<file path="src/rtl/seq_chunk_addsub.sv">
// seq_chunk_addsub
//   Multi-cycle adder/subtractor. WIDTH-bit operands are summed CHUNK bits per
//   clock through a single CHUNK-bit ripple stage, with the carry held in a
//   register between chunks. A start/busy/done handshake fronts the block.
//   Subtraction is a + ~b + 1, with the carry-in seeded to 1.
// Ports
//   clk    clock, rising edge
//   rst    asynchronous active-high reset
//   start  request an operation (sampled only when not busy)
//   sub    0: a+b, 1: a-b (sampled with start)
//   a, b   WIDTH-bit operands (sampled with start)
//   busy   high while chunks are being processed
//   done   one-cycle pulse, results valid from this cycle
//   sum    registered result, held until the next result is loaded
//   cout   carry out of the MSB (sub: 1 = no borrow)
//   ovf    signed overflow (carry into MSB xor carry out of MSB)
module seq_chunk_addsub #(
   parameter int unsigned WIDTH = 16,
   parameter int unsigned CHUNK = 4
) (
   input  logic             clk,
   input  logic             rst,
   input  logic             start,
   input  logic             sub,
   input  logic [WIDTH-1:0] a,
   input  logic [WIDTH-1:0] b,
   output logic             busy,
   output logic             done,
   output logic [WIDTH-1:0] sum,
   output logic             cout,
   output logic             ovf
);

   localparam int unsigned NCHUNK = WIDTH / CHUNK;
   localparam int unsigned IDXW   = (NCHUNK > 1) ? $clog2(NCHUNK) : 1;

   typedef enum logic [1:0] {IDLE, RUN, DONE} state_t;

   state_t state, state_next;

   logic [WIDTH-1:0] op_a, op_b, sum_acc, acc_next;
   logic             carry;
   logic [IDXW-1:0]  idx;
   logic [31:0]      base;
   logic [CHUNK-1:0] chunk_a, chunk_b, chunk_s;
   logic             chunk_c, msb_cin;
   logic             last, accept;

   assign busy   = (state == RUN);
   assign done   = (state == DONE);
   assign last   = (idx == IDXW'(NCHUNK - 1));
   // start is only honoured outside RUN, so an in-flight op cannot be disturbed
   assign accept = start && (state != RUN);

   always_ff @(posedge clk or posedge rst) begin
      if (rst) state <= IDLE;
      else     state <= state_next;
   end

   always_comb begin
      state_next = state;
      unique case (state)
         IDLE:    if (accept) state_next = RUN;
         RUN:     if (last)   state_next = DONE;
         DONE:    state_next = accept ? RUN : IDLE;
         default: state_next = IDLE;
      endcase
   end

   // One CHUNK-bit ripple stage; the carry into the top bit of the chunk is
   // recovered from the sum bit, which on the final chunk is the MSB carry-in.
   always_comb begin
      base     = 32'(idx) * CHUNK;
      chunk_a  = op_a[base +: CHUNK];
      chunk_b  = op_b[base +: CHUNK];
      {chunk_c, chunk_s} = {1'b0, chunk_a} + {1'b0, chunk_b} + (CHUNK + 1)'(carry);
      msb_cin  = chunk_s[CHUNK-1] ^ chunk_a[CHUNK-1] ^ chunk_b[CHUNK-1];
      acc_next = sum_acc;
      acc_next[base +: CHUNK] = chunk_s;
   end

   always_ff @(posedge clk or posedge rst) begin
      if (rst) begin
         op_a    <= '0;
         op_b    <= '0;
         carry   <= 1'b0;
         idx     <= '0;
         sum_acc <= '0;
         sum     <= '0;
         cout    <= 1'b0;
         ovf     <= 1'b0;
      end else if (accept) begin
         op_a  <= a;
         op_b  <= sub ? ~b : b;
         carry <= sub;
         idx   <= '0;
      end else if (state == RUN) begin
         sum_acc <= acc_next;
         carry   <= chunk_c;
         idx     <= idx + 1'b1;
         if (last) begin
            sum  <= acc_next;
            cout <= chunk_c;
            ovf  <= chunk_c ^ msb_cin;
         end
      end
   end

endmodule

</file>
<file path="config.mk">
export PLATFORM = sky130hd
export DESIGN_NAME = seq_chunk_addsub
export DESIGN_NICKNAME = d
export VERILOG_FILES = /design/src/rtl/seq_chunk_addsub.sv
export SDC_FILE = /design/constraint.sdc
export NUM_CORES = 1
export LEC_CHECK = 0
export CAP_MARGIN = 10
export CORE_MARGIN = 2
export CORE_UTILIZATION = 30
export CTS_BUF_LIST = sky130_fd_sc_hd__clkbuf_8 sky130_fd_sc_hd__clkbuf_16
export DETAILED_ROUTE_END_ITERATION = 12
export GPL_TIMING_DRIVEN = 0
export PLACE_DENSITY = 0.54
export SLEW_MARGIN = 10
export SYNTH_ARGS = -nofsm -noshare
export SYNTH_HDL_FRONTEND = slang
export SYNTH_SLANG_ARGS = --single-unit
</file>
<file path="constraint.sdc">
create_clock -name clk -period 3.66 [get_ports clk]
set_clock_uncertainty 0.15 [all_clocks]
set_input_delay 0.732 -clock clk [delete_from_list [all_inputs] [get_ports clk]]
set_output_delay 0.732 -clock clk [all_outputs]
set_load 0.02 [all_outputs]
</file>
==> results of run 1 <==
==> where the power goes <==
group / leakage [nW] / internal (mW) / switching [mW]
clock: 0.144 / 0.542 / 0.323
sequential: 0.911 / 1.13 / 0.187
combinational: 0.813 / 0.918 / 1.39
==> state kept, by name, indices dropped and copies added, names as in the netlist <==
name / count
carry: 1
cout: 1
idx: 2
op_a: 16
op_b: 16
ovf: 1
state: 2
sum: 16
sum_acc: 16
==> worst max-delay path: stages (launching register included) <==
cell	delay (ps)
dfrtp_1	540
clkbuf_4	360
mux4_2	560
ha_1	370
a21oi_1	210
a21oi_1	140
nor3_1	670
a22o_1	260
==> cells by family (layout without fill, tap and decap cells) <==
logic type	Yosys count	after routing
compound gates	80	80
flops	71	71
simple gates	66	66
buf+inv	30	101
mux	24	24
xor+xnor	17	17
fa+ha+maj	11	11
==> placed cells by master (no fill, tap or decap), drive strengths merged, types with 2 or more instances in the layout <==
| master | n |
|---|---|
| a211oi | 2 |
| a21oi | 3 |
| a22o | 12 |
| a22oi | 16 |
| a31oi | 2 |
| a32o | 4 |
| and2 | 2 |
| and3 | 2 |
| buf | 8 |
| clkbuf | 17 |
| clkdlybuf4s50 | 54 |
| clkinv | 3 |
| clkinvlp | 2 |
| dfrtp | 71 |
| fa | 2 |
| ha | 9 |
| inv | 16 |
| mux2 | 16 |
| mux4 | 8 |
| nand2 | 41 |
| nand3 | 5 |
| nand3b | 2 |
| nor2 | 4 |
| nor2b | 3 |
| nor3 | 4 |
| o21ai | 37 |
| xnor2 | 17 |
==> area by class of cell <==
class	instances	area [um^2]
Inverter	16	62.6
Buffer	14	63.8
Tap cell	143	179
Multi-Input combinational cell	198	1520
Sequential cell	71	1780
Clock inverter	6	60.1
Fill cell	1124	6810
Clock buffer	10	239
Timing Repair Buffer	55	561
==> metal layers <==
metal  track usage  vias up  part of all wire  wire length [um]
met5             0        -                 0                 0
met2         0.222       56              0.49              3850
met1         0.167     1209              0.45              3490
li1              -     1199                 -                 -
met3        0.0437        6             0.049               382
met4        0.0408        0             0.013                99
==> final timing paths <==
| kind | startpoint | end | slack (ps) | cells after the start |
|---|---|---|---|---|
| worst max-delay path | idx[0] | sum_acc[7] | 320 | 7 |
| worst min-delay path | op_b[10] | op_b[10] | 320 | 2 |
| worst max register to register | idx[0] | sum_acc[7] | 320 | 7 |
| worst min register to register | op_b[10] | op_b[10] | 320 | 2 |
| max in group asynchronous | rst | sum_acc[7] | 2180 | 3 |
| min in group asynchronous | rst | op_b[4] | 610 | 2 |
==> impl_metrics.ini, run 1 <==
[synthesis]
synthFlopType = dfrtp_1
syn_avg_cell_area_um2 = 11.4
synth_mux_area_frac = 0.105
synthTopCellsByArea = dfrtp_1, mux2_2, mux4_2, o21ai_0, nand2_1
synth_commonest_cells = dfrtp_1, nand2_1, o21ai_0
synth_cells = 299
synth_cell_types = 35
synth_xor_area_frac = 0.0435
synth_top_area_share = 0.519
synth_edf_count = 0
async_flop_share = 1.00
yosys_warnings = 0
synthAdderAreaFrac = 0.0446
synth.largest_area_cell = dfrtp_1
yosysMostFrequentCell = dfrtp_1
synth_seq_area_share = 0.519
synth_compound_area_frac = 0.154
synth_top_family_by_area = compound AO/OA/AOI/OAI gates
syn_nets = 346
synthSimpleGateAreaFrac = 0.0984
syn_area_um2 = 3420
ys_ff_latch = 71

[worst_setup_path]
worstSetupStartpointType = flip-flop
cp-end-kind = flip-flop
arrival_ps = 3450
worstSetupPathType = flip-flop to flip-flop
crit_fanout = 10
required_ps = 3770

[global_route]
grt_max_degree = 41
overflow = 0
grt_pass1_vias = 2548
grt_pass1_wl_um = 12800
antenna_found_initial = 0
grt_use_total = 0.134

[power]
ir_worst_vdd_uv = 469
pwr_density_cell_nw_per_um2 = 1000
report.power.total_mw = 4.48
p_leak_nw = 1.87

[layout]
finalCoreUtilization = 0.396
antenna_cells = 0
fin_cells = 513
drive_above_1_share = 0.149
final_net_count = 412
area_growth_pct = 30.5
postLayoutCellArea_um2 = 4470

[floorplan]
coreArea_um2 = 11300
io_pins = 56
die_area_um2 = 12300
die_h_um = 111
die_w_um = 111
rows = 39
start_util = 0.304

[cts]
clockBufferDepth = 2
root_buffer = clkbuf_16
cts_htree_levels = 3
cts.sinks = 71
numCtsBuffers = 9
cts_resized = 0
clk_latency_ps = 330
postCtsSetupBuffers = 0
clk_pin_slew_ps = 60
tritoncts = yes
ctsHoldBuffers = 0

[route]
ant_nets = 0
drc_errors = 0
avgRoutedWirePerCell_um = 15.3
dr.pass1.iters = 4
via_per_inst = 4.81
routed_wl_um = 7830
via_count = 2470
drt_iter0_drc = 91

[placement]
placed_cell_area_um2 = 4160
detailedPlace.worstSlack_ps = 121
dp_cells = 497
io_buffers = 54
gp_congestion = 0.801
hpwl_um = 5700

[timing]
post-route-period-util = 0.912
drv_slew = 0
fin_tns_setup_ps = 0
setup_viol = 0
layout_setup_ws_ps = 324
clock.fmax_ghz = 0.300
relSlewSlack = 0.464
tightest_slew_ps = 798
rsz0062_at_grt = no
finalHoldViolCount = 0
period_needed_ps = 3340
hold_slack_ps = 323

[worst_hold_path]
hp-class = flip-flop to flip-flop

[flow_run]
cap_violations = 0

[run_status]
outcome = complete, no violations
No activity file was read; power rests on OpenSTA's default activity.
==> inputs of run 2 (changes only) <==
--- a/config.mk
+++ b/config.mk
@@ -12,6 +12,7 @@
 export DETAILED_ROUTE_END_ITERATION = 12
 export GPL_TIMING_DRIVEN = 0
 export PLACE_DENSITY = 0.54
+export RECOVER_POWER = 25
 export SLEW_MARGIN = 10
 export SYNTH_ARGS = -nofsm -noshare
 export SYNTH_HDL_FRONTEND = slang
==> run 2 against run 1 <==
- routed wire length grew 0.17%
- largest power group unchanged
- first-iteration DRC count stayed put
- final cell count unchanged
==> impl_metrics.ini, run 2 (synthesized netlist as in run 1, its figures left out) <==
[cts]
numCtsBuffers = 9
cts.sinks = 71
clk_latency_ps = 330
tritoncts = yes
clockBufferDepth = 2
root_buffer = clkbuf_16
clk_pin_slew_ps = 60
postCtsSetupBuffers = 0
cts_htree_levels = 3

[floorplan]
die_w_um = 111
coreArea_um2 = 11300
die_h_um = 111
rows = 39
die_area_um2 = 12300
start_util = 0.304
io_pins = 56

[timing]
rsz0062_at_grt = no
drv_slew = 0
post-route-period-util = 0.906
tightest_slew_ps = 1380
finalHoldViolCount = 0
clock.fmax_ghz = 0.302
period_needed_ps = 3320
fin_tns_setup_ps = 0
relSlewSlack = 0.0757
layout_setup_ws_ps = 345
setup_viol = 0

[route]
via_count = 2477
avgRoutedWirePerCell_um = 15.3
dr.pass1.iters = 4
drc_errors = 0
drt_iter0_drc = 91
ant_nets = 0
via_per_inst = 4.83
routed_wl_um = 7840

[worst_hold_path]
hp-class = flip-flop to flip-flop

[layout]
area_growth_pct = 30.0
multiInputGateArea_um2 = 1520
drive_above_1_share = 0.149
layout_commonest_cell = dfrtp_1
seqCellArea_um2 = 1780
fillCellCount = 1124
antenna_cells = 0
layout_common_cells = dfrtp_1, clkdlybuf4s50_1, nand2_1
final_net_count = 412
postLayoutCellArea_um2 = 4450

[global_route]
grt_use_total = 0.134
antenna_found_initial = 1
grt_pass1_wl_um = 12800
overflow = 0
grt_max_degree = 41
grt_pass1_vias = 2548

[power]
p_leak_nw = 1.86
report.power.total_mw = 4.49
ir_worst_vdd_uv = 467
pwr_density_cell_nw_per_um2 = 1010

[placement]
gp_congestion = 0.801
hpwl_um = 5700
io_buffers = 54
placed_cell_area_um2 = 4160
detailedPlace.worstSlack_ps = 121

[worst_setup_path]
slowest_delay_ps = 660
arrival_ps = 3430
crit_fanout = 10
cp_cell_sequence = clkbuf_4, mux4_2, ha_1, a21oi_1, a21oi_1, nor3_1, a22o_1
cp-end-kind = flip-flop
cpMostUsedCell = a21oi_1
worstSetupPathType = flip-flop to flip-flop
worstSetupStartpointType = flip-flop
cpMaxStageDelayCell = nor3_1
required_ps = 3780

[flow_run]
cap_violations = 0

[run_status]
outcome = complete, no violations
## run 2: changes by cell type in the layout (fill, tap and decap cells not counted)
cell / change
clkbuf_2: +1
buf_12: -1
inv_4: -1
clkdlybuf4s50_1: -2
dlygate4sd3_1: +2
clkinvlp_2: +1
## run 2: through the flow
stage / util / cells / hold WS [ps]
final: 0.395 / 513 / 323
after detailed placement: 0.369 / 497 / 319
after CTS: 0.396 / 513 / 332
after global placement: 0.367 / 496 / 308
after global routing: 0.395 / 513 / 346
after floorplan: - / 299 / 295
## run 2: area by class of cell
cell class / count / share of cell area
clock buffer: 10 / 0.0537
inverter: 16 / 0.0138
sequential: 71 / 0.399
timing repair buffer: 55 / 0.123
clock inverter: 6 / 0.0135
multi-input combinational: 198 / 0.343
buffer: 14 / 0.0143
tap: 143 / 0.0402
## run 2: path summary, 6_finish.rpt
| path | start | endpoint | slack [ps] | depth (start not counted) |
|---|---|---|---|---|
| max reg2reg | idx[0] | sum_acc[7] | 340 | 7 |
| max in group asynchronous | rst | sum_acc[9] | 770 | 3 |
| min | op_b[10] | op_b[10] | 320 | 2 |
| min reg2reg | op_b[10] | op_b[10] | 320 | 2 |
| min in group asynchronous | rst | op_b[4] | 1010 | 2 |
| max | idx[0] | sum_acc[7] | 340 | 7 |
## run 2: what timing repair did
action                     CTS  global route
gates resized for setup      0             2
hold buffers                 0             0
setup endpoints to repair    0             1
hold endpoints to repair     0             0
## run 2: critical path: cells and delay by family, from the launching register on
family          cells  cell delay, ps
fa+ha+maj           1             370
buf+inv             1             360
compound gates      3             600
simple gates        1             660
mux                 1             560
flops               1             540
## run 2: report_power, final
group          switching [mW]  internal (mW)  total [mW]  leakage (nW)
registers               0.186           1.13        1.31         0.911
clock network           0.328          0.542       0.870         0.144
logic                    1.39          0.916        2.31         0.804
## run 2: routing by layer
| metal | GRT usage | wire, um | vias to the layer above |
|---|---|---|---|
| met1 | 0.167 | 3540 | 1202 |
| met5 | 0 | 11 | - |
| met4 | 0.0408 | 116 | 2 |
| met3 | 0.0437 | 410 | 11 |
| li1 | - | - | 1200 |
| met2 | 0.222 | 3760 | 62 |
==> inputs of run 3 (changes only) <==
--- a/config.mk
+++ b/config.mk
@@ -13,7 +13,7 @@
 export GPL_TIMING_DRIVEN = 0
 export PLACE_DENSITY = 0.54
 export RECOVER_POWER = 25
-export SLEW_MARGIN = 10
+export SLEW_MARGIN = 5
 export SYNTH_ARGS = -nofsm -noshare
 export SYNTH_HDL_FRONTEND = slang
 export SYNTH_SLANG_ARGS = --single-unit
==> results of run 3 <==
Same layout as run 2: the final DEF is identical, and so are final timing and power.
